<file path="config.mk">
export PLATFORM = sky130hd
export DESIGN_NAME = eight_bit_reset_reg_flat
export DESIGN_NICKNAME = d
export VERILOG_FILES = /design/src/rtl/eight_bit_reset_reg_pkg.sv /design/src/rtl/eight_bit_reset_reg_if.sv /design/src/rtl/eight_bit_reset_reg_dff_sync_clr.sv /design/src/rtl/eight_bit_reset_reg.sv /design/src/flat_wrapper.sv
export SDC_FILE = /design/constraint.sdc
export NUM_CORES = 1
export LEC_CHECK = 0
export BUFFER_PORTS_ARGS = -buffer_cell sky130_fd_sc_hd__buf_2
export CORE_AREA = 2 2 39 41
export DETAILED_ROUTE_END_ITERATION = 8
export DIE_AREA = 0 0 41 43
export GPL_ROUTABILITY_DRIVEN = 0
export SLEW_MARGIN = 5
export SYNTH_ARGS = -nofsm -noshare
export SYNTH_HDL_FRONTEND = slang
export SYNTH_SLANG_ARGS = --single-unit
</file>
<file path="constraint.sdc">
create_clock -name clk -period 1.18 [get_ports clk]
set_clock_uncertainty 0.2 [all_clocks]
set_input_delay 0.059 -clock clk [delete_from_list [all_inputs] [get_ports clk]]
set_output_delay 0.059 -clock clk [all_outputs]
set_load 0.05 [all_outputs]
</file>
<file path="src/rtl/eight_bit_reset_reg_pkg.sv">
// eight_bit_reset_reg_pkg: shared defaults for the clearable parallel-load register
//   DEFAULT_WIDTH        default data width in bits
//   DEFAULT_RESET_VALUE  default value loaded by clear (8 bits, resized per instance)
package eight_bit_reset_reg_pkg;

    localparam int          DEFAULT_WIDTH       = 8;
    localparam logic [7:0]  DEFAULT_RESET_VALUE = 8'h00;

endpackage

</file>
<file path="src/rtl/eight_bit_reset_reg_if.sv">
// eight_bit_reset_reg_if: data bus of the clearable register
//   IN   parallel data presented to the register (driven by master)
//   OUT  registered data returned by the register (driven by slave)
interface eight_bit_reset_reg_if
    import eight_bit_reset_reg_pkg::*;
#(
    parameter int WIDTH = DEFAULT_WIDTH
);

    logic [WIDTH-1:0] IN;
    logic [WIDTH-1:0] OUT;

    modport master (output IN, input OUT);
    modport slave  (input IN, output OUT);

endinterface

</file>
<file path="src/rtl/eight_bit_reset_reg_dff_sync_clr.sv">
// dff_sync_clr: 1-bit D flop with synchronous active-high clear
//   clk    clock, rising edge
//   clear  synchronous clear, loads RST_BIT
//   d_i    data input
//   q_o    registered output
module dff_sync_clr #(
    parameter logic RST_BIT = 1'b0
) (
    input  logic clk,
    input  logic clear,
    input  logic d_i,
    output logic q_o
);

    logic q_q;

    always_ff @(posedge clk) begin
        if (clear)
            q_q <= RST_BIT;
        else
            q_q <= d_i;
    end

    assign q_o = q_q;

endmodule

</file>
<file path="src/rtl/eight_bit_reset_reg.sv">
// eight_bit_reset_reg: parallel-load register with synchronous clear, loads every cycle
//   clk    clock, rising edge
//   clear  synchronous active-high clear, loads RESET_VALUE and overrides IN
//   bus    slave side of eight_bit_reset_reg_if: IN captured each edge, OUT straight from flops
module eight_bit_reset_reg
    import eight_bit_reset_reg_pkg::*;
#(
    parameter int               WIDTH       = DEFAULT_WIDTH,
    parameter logic [WIDTH-1:0] RESET_VALUE = WIDTH'(DEFAULT_RESET_VALUE)
) (
    input  logic                        clk,
    input  logic                        clear,
    eight_bit_reset_reg_if.slave        bus
);

    logic [WIDTH-1:0] out_q;

    // One flop per bit; each bit carries its own slice of the clear value.
    for (genvar i = 0; i < WIDTH; i++) begin : g_bit
        dff_sync_clr #(
            .RST_BIT (RESET_VALUE[i])
        ) u_dff (
            .clk   (clk),
            .clear (clear),
            .d_i   (bus.IN[i]),
            .q_o   (out_q[i])
        );
    end

    assign bus.OUT = out_q;

endmodule

</file>
<file path="src/flat_wrapper.sv">
// flat-port wrapper written by rule: the top's interface ports become plain ports
module eight_bit_reset_reg_flat import eight_bit_reset_reg_pkg::*;
#(
    parameter int               WIDTH       = DEFAULT_WIDTH,
    parameter logic [WIDTH-1:0] RESET_VALUE = WIDTH'(DEFAULT_RESET_VALUE)
)
  (clk, clear, bus_IN, bus_OUT);
  eight_bit_reset_reg_if #(.WIDTH(WIDTH)) bus_i ();
  input  logic clk;
  input  logic clear;
  input wire logic [$bits(bus_i.IN)-1:0] bus_IN;
  output wire logic [$bits(bus_i.OUT)-1:0] bus_OUT;
  assign bus_i.IN = bus_IN;
  assign bus_OUT = bus_i.OUT;
  eight_bit_reset_reg #(.WIDTH(WIDTH), .RESET_VALUE(RESET_VALUE)) u_core (.clk(clk), .clear(clear), .bus(bus_i));
endmodule
</file>
; Word-level counts from Yosys, hierarchy flattened
; Index checks and enable logic that the tools add are counted.
[word_totals]
input_bits = 10
wordCells = 8
regBits = 8
output_inout_bits = 8

; Depth between registers and ports, before layout
; Gate-level depths: netlist of the first run.
[depth]
ltp_word = 0
mapped_depth = 1
mapped_depth_nobuf = 1

; By module
; From an unflattened synthesis of the first run, not the netlist that was laid out.
[hier_totals]
cells_unflattened = 16
area_unflattened_um2 = 270.3
[by_module_without_submodules]
columns = module, area_per_inst_um2, cells_per_inst, instances, seq_area_each_um2
row1 = dff_sync_clr, 33.8, 2, 8, 20.0

; Worst setup path after synthesis of the first run
; OpenSTA, ideal clock, no wires.
[synth_path]
path_type = register to output
startpoint = register u_core.g_bit[0].u_dff.q_q
endpoint = output bus_OUT[0]
stages_incl_launch_ff = 2
setup_slack_ps = 456
t_required_ps = 921
arrival_time_ps = 465
path_buffers = 1
cell_sequence = dfxtp_1 -> buf_4
[synth_lines]
columns = item, line_no
row1 = start: declaration, eight_bit_reset_reg_dff_sync_clr.sv:15  ; logic q_q;
row2 = start signal: assignment, eight_bit_reset_reg_dff_sync_clr.sv:21  ; q_q <= d_i;
row3 = end: declaration, flat_wrapper.sv:12  ; output wire logic [$bits(bus_i.OUT)-1:0] bus_OUT;
; No word-level cell between the ends.

; Worst setup path in the final report of the first run
[layout_path]
startpoint = register u_core.g_bit[7].u_dff.q_q
endpoint = output bus_OUT[7]
[layout_lines]
columns = item, line_no
row1 = start: declaration, eight_bit_reset_reg_dff_sync_clr.sv:15
row2 = start signal: assignment, eight_bit_reset_reg_dff_sync_clr.sv:21
; No word-level cell between the ends.

==> impl_metrics.csv, run 1 <==
group,metric,value,unit
grt,grt_max_degree,9,
cells_and_area,diodes,0,
clock_tree,clockBufferDepth,2,
sta,finalSetupTns,0,ns
clock_tree,cts_buffers,3,
sta,fmax,0.943,GHz
logic_synthesis,ys_ff_latch,8,
grt,track_usage,6.04,%
detailed_routing,routed_wl,436,um
sta,drv_slew,0,
power_and_ir_drop,power,0.604,mW
logic_synthesis,synth_edf_count,0,
clock_tree,ctsHtreeMaxLevel,1,
sta,rsz0062_at_grt,"false",
logic_synthesis,synth_largest_area_cell,"dfxtp_1",
detailed_routing,wl_per_cell,7.15,um
min_path,hold_path.class,"in2reg",
cells_and_area,largest_reg_flops,8,
cells_and_area,layout.cells.non_filler,61,
worst_setup_path,crit_cells,1,
clock_tree,cts_resized,0,
worst_setup_path,cp_slowest_cell,"dfxtp_1",
logic_synthesis,synth_ff_type,"dfxtp_1",
worst_setup_path,cp_max_fo,1,
grt,antenna_found_initial,0,
grt,overflow,0,
run_status,status,"complete, no violations",
logic_synthesis,synthCells,24,
logic_synthesis,async_reset_ff_share,0,%
worst_setup_path,crit_type,"reg2out",
sta,finalCriticalPeriod,1.06,ns
detailed_routing,drt_iter0_drc,3,
detailed_routing,postRouteAntennaNets,0,
worst_setup_path,endpoint_kind,"output port",
die,io_pins,18,
logic_synthesis,synth_fp_nets,34,
die,initial_core_util,19.5,%
detailed_routing,drc_errors,0,
detailed_routing,vias_per_cell,3.23,
clock_tree,cts_setup_buffers,0,
worst_setup_path,cp-start-kind,"flip-flop",
logic_synthesis,ys_warn_count,0,
placement,post_dp_cell_area,315,um^2
placement,post-place-cells,49,
die,die_h,43,um
sta,slew_headroom,83.4,%
grt,grt_pass1_vias,188,
worst_setup_path,crit_chain,"buf_2",
die,coreArea,1380,um^2
logic_synthesis,ys_seq_area_share,59.3,%
clock_tree,clk_pin_slew,0.05,ns
detailed_routing,firstDrtPassIters,2,
die,die_w,41,um
grt,grt_pass1_wl,614,um
sta,worst_slew_pin_slew,0.251,ns
sta,finalSetupViolCount,0,
cells_and_area,area_delta_synth_final,58.3,%
worst_setup_path,cp_slowest_stage_delay,0.30,ns
die,num_rows,14,
cells_and_area,final_area,428,um^2
worst_setup_path,required,0.92,ns
cells_and_area,nNetsFinal,57,
logic_synthesis,ys_top_cells_by_count,"buf_4, dfxtp_1, nor2b_1",
clock_tree,cts_tree,"built",
logic_synthesis,yosysTopAreaCellShare,59.3,%
sta,whs,0.353,ns
worst_setup_path,crit_buf_inv,1,
power_and_ir_drop,leakagePower,0.209,nW
worst_setup_path,startpoint,"u_core.g_bit[7].u_dff.q_o",
logic_synthesis,synth_area_leaders,"dfxtp_1, buf_4, nor2b_1",
logic_synthesis,yosysUniqueCellTypes,3,
placement,io_buffer_count,17,
logic_synthesis,synth_area_per_cell,11.3,um^2
sta,hold_violations,0,
worst_setup_path,endpoint,"bus_OUT[7]",
logic_synthesis,netlist_area,270,um^2
power_and_ir_drop,p_per_area,1410,nW/um^2
job,cap_violations,0,
clock_tree,cts.sinks,8,
worst_setup_path,arrival,0.80,ns
cells_and_area,drive_gt1_share,44.4,%
sta,min_period_over_period,89.8,%
clock_tree,cts-root-buf,"clkbuf_4",
clock_tree,postCtsHoldBufs,9,
detailed_routing,vias,197,
worst_setup_path,critical_path.top_delay_family,"flip-flops",
power_and_ir_drop,peakVddDrop,0.437,mV
die,dieArea,1760,um^2
power by group:
group	total (mW)	internal, mW	leakage, nW	switching (mW)
Clock	0.203	0.116	0.0138	0.0871
Sequential	0.287	0.285	0.0667	0.00249
Combinational	0.114	0.0459	0.129	0.0678
cells in the final DEF (no fill, tap or decap):
cell type      netlist  routed
clkbuf_4             0       3
nor2b_1              8       8
dlygate4sd3_1        0       9
dfxtp_1              8       8
buf_2                0      17
per-layer routing:
layer | vias up | routed length (um) | GRT usage [%] | share of wire [%]
met5 | - | 0 | 0 | 0
met4 | 0 | 0 | 8.00 | 0
met3 | 0 | 49 | 3.14 | 11
met1 | 81 | 155 | 3.57 | 36
li1 | 106 | - | - | -
met2 | 10 | 231 | 9.69 | 53
cell type report:
type                    count  area (um^2)
clock buffers               3         22.5
fillers                   150          956
multi-input cells           8         50.0
flip-flops and latches      8          160
well taps                  16         20.0
repair buffers             26          175
worst min-delay path by stage:
stage / start / to / slack [ns] / depth (start not counted)
finish: bus_IN[6] / u_core.g_bit[6].u_dff.q_o / 0.35 / 3
global route: bus_IN[5] / u_core.g_bit[5].u_dff.q_o / 0.37 / 3
CTS: bus_IN[6] / u_core.g_bit[6].u_dff.q_o / 0.34 / 3
detailed placement: bus_IN[6] / u_core.g_bit[6].u_dff.q_o / 0.07 / 2
global placement: bus_IN[0] / u_core.g_bit[0].u_dff.q_o / 0.07 / 2
floorplan: clear / u_core.g_bit[0].u_dff.q_o / -0.07 / 1
through the flow:
stage               util [%]  worst slack, ns
floorplan                  -            0.456
global placement        22.8            0.385
detailed placement      22.8            0.381
CTS                     30.9            0.100
global route            30.9           0.0877
finish                  30.9            0.120
cell families (layout without fill, tap and decap cells):
group / after synthesis / after routing / share of synthesized area [%]
buffers and inverters: 8 / 29 / 22.2
flip-flops: 8 / 8 / 59.3
AND/OR/NAND/NOR: 8 / 8 / 18.5
Note: power is estimated with default switching activity, not from simulation.
==> inputs of run 2 (changes only) <==
Settings changed: CELL_PAD_IN_SITES_DETAIL_PLACEMENT from default to 0, CELL_PAD_IN_SITES_GLOBAL_PLACEMENT from default to 1, PLACE_DENSITY_LB_ADDON from default to 0.1.
==> impl_metrics.csv, run 2 (same netlist as run 1, synthesis figures left out) <==
group,metric,value,unit
run_status,status,"complete, no violations",
worst_setup_path,cp_max_fo,1,
cells_and_area,mostFrequentLayoutCells,"buf_2, dlygate4sd3_1, nor2b_1, dfxtp_1, clkbuf_4",
die,io_pins,18,
clock_tree,cts-root-buf,"clkbuf_4",
sta,drv_slew,0,
job,cap_violations,0,
min_path,min_from,"bus_IN[7]",
placement,io_buffer_count,17,
die,coreArea,1380,um^2
worst_setup_path,endpoint_kind,"output port",
sta,hold_violations,0,
min_path,hold_end,"u_core.g_bit[7].u_dff.q_o",
cells_and_area,diodes,0,
cells_and_area,nNetsFinal,57,
detailed_routing,wl_met3,55,um
sta,fmax,0.943,GHz
detailed_routing,drt-met1-wl,148,um
clock_tree,cts_tree,"built",
clock_tree,postCtsHoldBufs,9,
cells_and_area,final_area,428,um^2
detailed_routing,routed_wl,484,um
power_and_ir_drop,p_per_area,1410,nW/um^2
detailed_routing,wl_met2,280,um
worst_setup_path,arrival,0.80,ns
worst_setup_path,cp-start-kind,"flip-flop",
cells_and_area,largest_reg_flops,8,
min_path,hold_path.class,"in2reg",
sta,finalSetupTns,0,ns
worst_setup_path,required,0.92,ns
die,initial_core_util,19.5,%
detailed_routing,top_layer_used,"met3",
clock_tree,cts_buffers,3,
die,die_h,43,um
grt,grt_pass1_vias,238,
sta,worst_slew_pin_slew,0.250,ns
placement,post_dp_cell_area,315,um^2
cells_and_area,area_delta_synth_final,58.3,%
sta,finalSetupViolCount,0,
detailed_routing,wl_per_cell,7.93,um
clock_tree,cts_resized,0,
worst_setup_path,crit_type,"reg2out",
detailed_routing,vias_per_cell,3.49,
power_and_ir_drop,peakVddDrop,0.437,mV
worst_setup_path,crit_chain,"buf_2",
grt,grt_pass1_wl,745,um
clock_tree,cts.sinks,8,
clock_tree,ctsHtreeMaxLevel,1,
detailed_routing,firstDrtPassIters,2,
clock_tree,clk_pin_slew,0.05,ns
sta,finalCriticalPeriod,1.06,ns
detailed_routing,drt_iter0_drc,1,
die,num_rows,14,
worst_setup_path,cp_slowest_stage_delay,0.30,ns
worst_setup_path,critical_path.top_delay_family,"flip-flops",
cells_and_area,layout_commonest_cell,"buf_2",
worst_setup_path,crit_buf_inv,1,
grt,grt_max_degree,9,
detailed_routing,postRouteAntennaNets,0,
grt,track_usage,7.14,%
grt,antenna_found_initial,0,
clock_tree,cts_setup_buffers,0,
min_path,hold-path-cell-count,3,
worst_setup_path,cp_slowest_cell,"dfxtp_1",
cells_and_area,final_util,30.9,%
die,dieArea,1760,um^2
clock_tree,clockBufferDepth,2,
detailed_routing,drc_errors,0,
detailed_routing,vias,213,
sta,rsz0062_at_grt,"false",
sta,slew_headroom,83.4,%
grt,overflow,0,
sta,min_period_over_period,89.8,%
power_and_ir_drop,leakagePower,0.209,nW
cells_and_area,drive_gt1_share,44.4,%
power_and_ir_drop,power,0.603,mW
die,die_w,41,um
run 2: worst max-delay path by stage:
stage,from,slack [ns],endpoint,cells past startpoint
after floorplan,u_core.g_bit[0].u_dff.q_o,0.46,bus_OUT[0],1
after global routing,u_core.g_bit[6].u_dff.q_o,0.07,bus_OUT[6],1
after global placement,u_core.g_bit[1].u_dff.q_o,0.39,bus_OUT[1],1
after CTS,u_core.g_bit[5].u_dff.q_o,0.11,bus_OUT[5],1
after detailed placement,u_core.g_bit[5].u_dff.q_o,0.38,bus_OUT[5],1
final,u_core.g_bit[5].u_dff.q_o,0.12,bus_OUT[5],1
run 2: power by group:
| part | switching (mW) | total, mW | internal (mW) |
|---|---|---|---|
| Clock | 0.0850 | 0.201 | 0.116 |
| Sequential | 0.00273 | 0.288 | 0.285 |
| Combinational | 0.0684 | 0.114 | 0.0459 |
run 2: metal layers:
layer | vias up | GRT usage [%]
li1 | 107 | -
met1 | 96 | 3.88
met2 | 10 | 12.8
met3 | 0 | 4.71
met4 | 0 | 6.00
met5 | - | 0
run 2: through the flow:
step	std cells	hold slack, ns	setup slack (ns)
floorplan	24	-0.0694	0.456
global route	61	0.375	0.0719
detailed placement	49	0.0727	0.377
global placement	49	0.0677	0.386
CTS	61	0.348	0.105
finish	61	0.353	0.120
run 2: area by class of cell:
type	instances	area, um^2
tap	16	20.0
sequential	8	160
multi-input combinational	8	50.0
timing repair buffer	26	175
fill	153	956
clock buffer	3	22.5
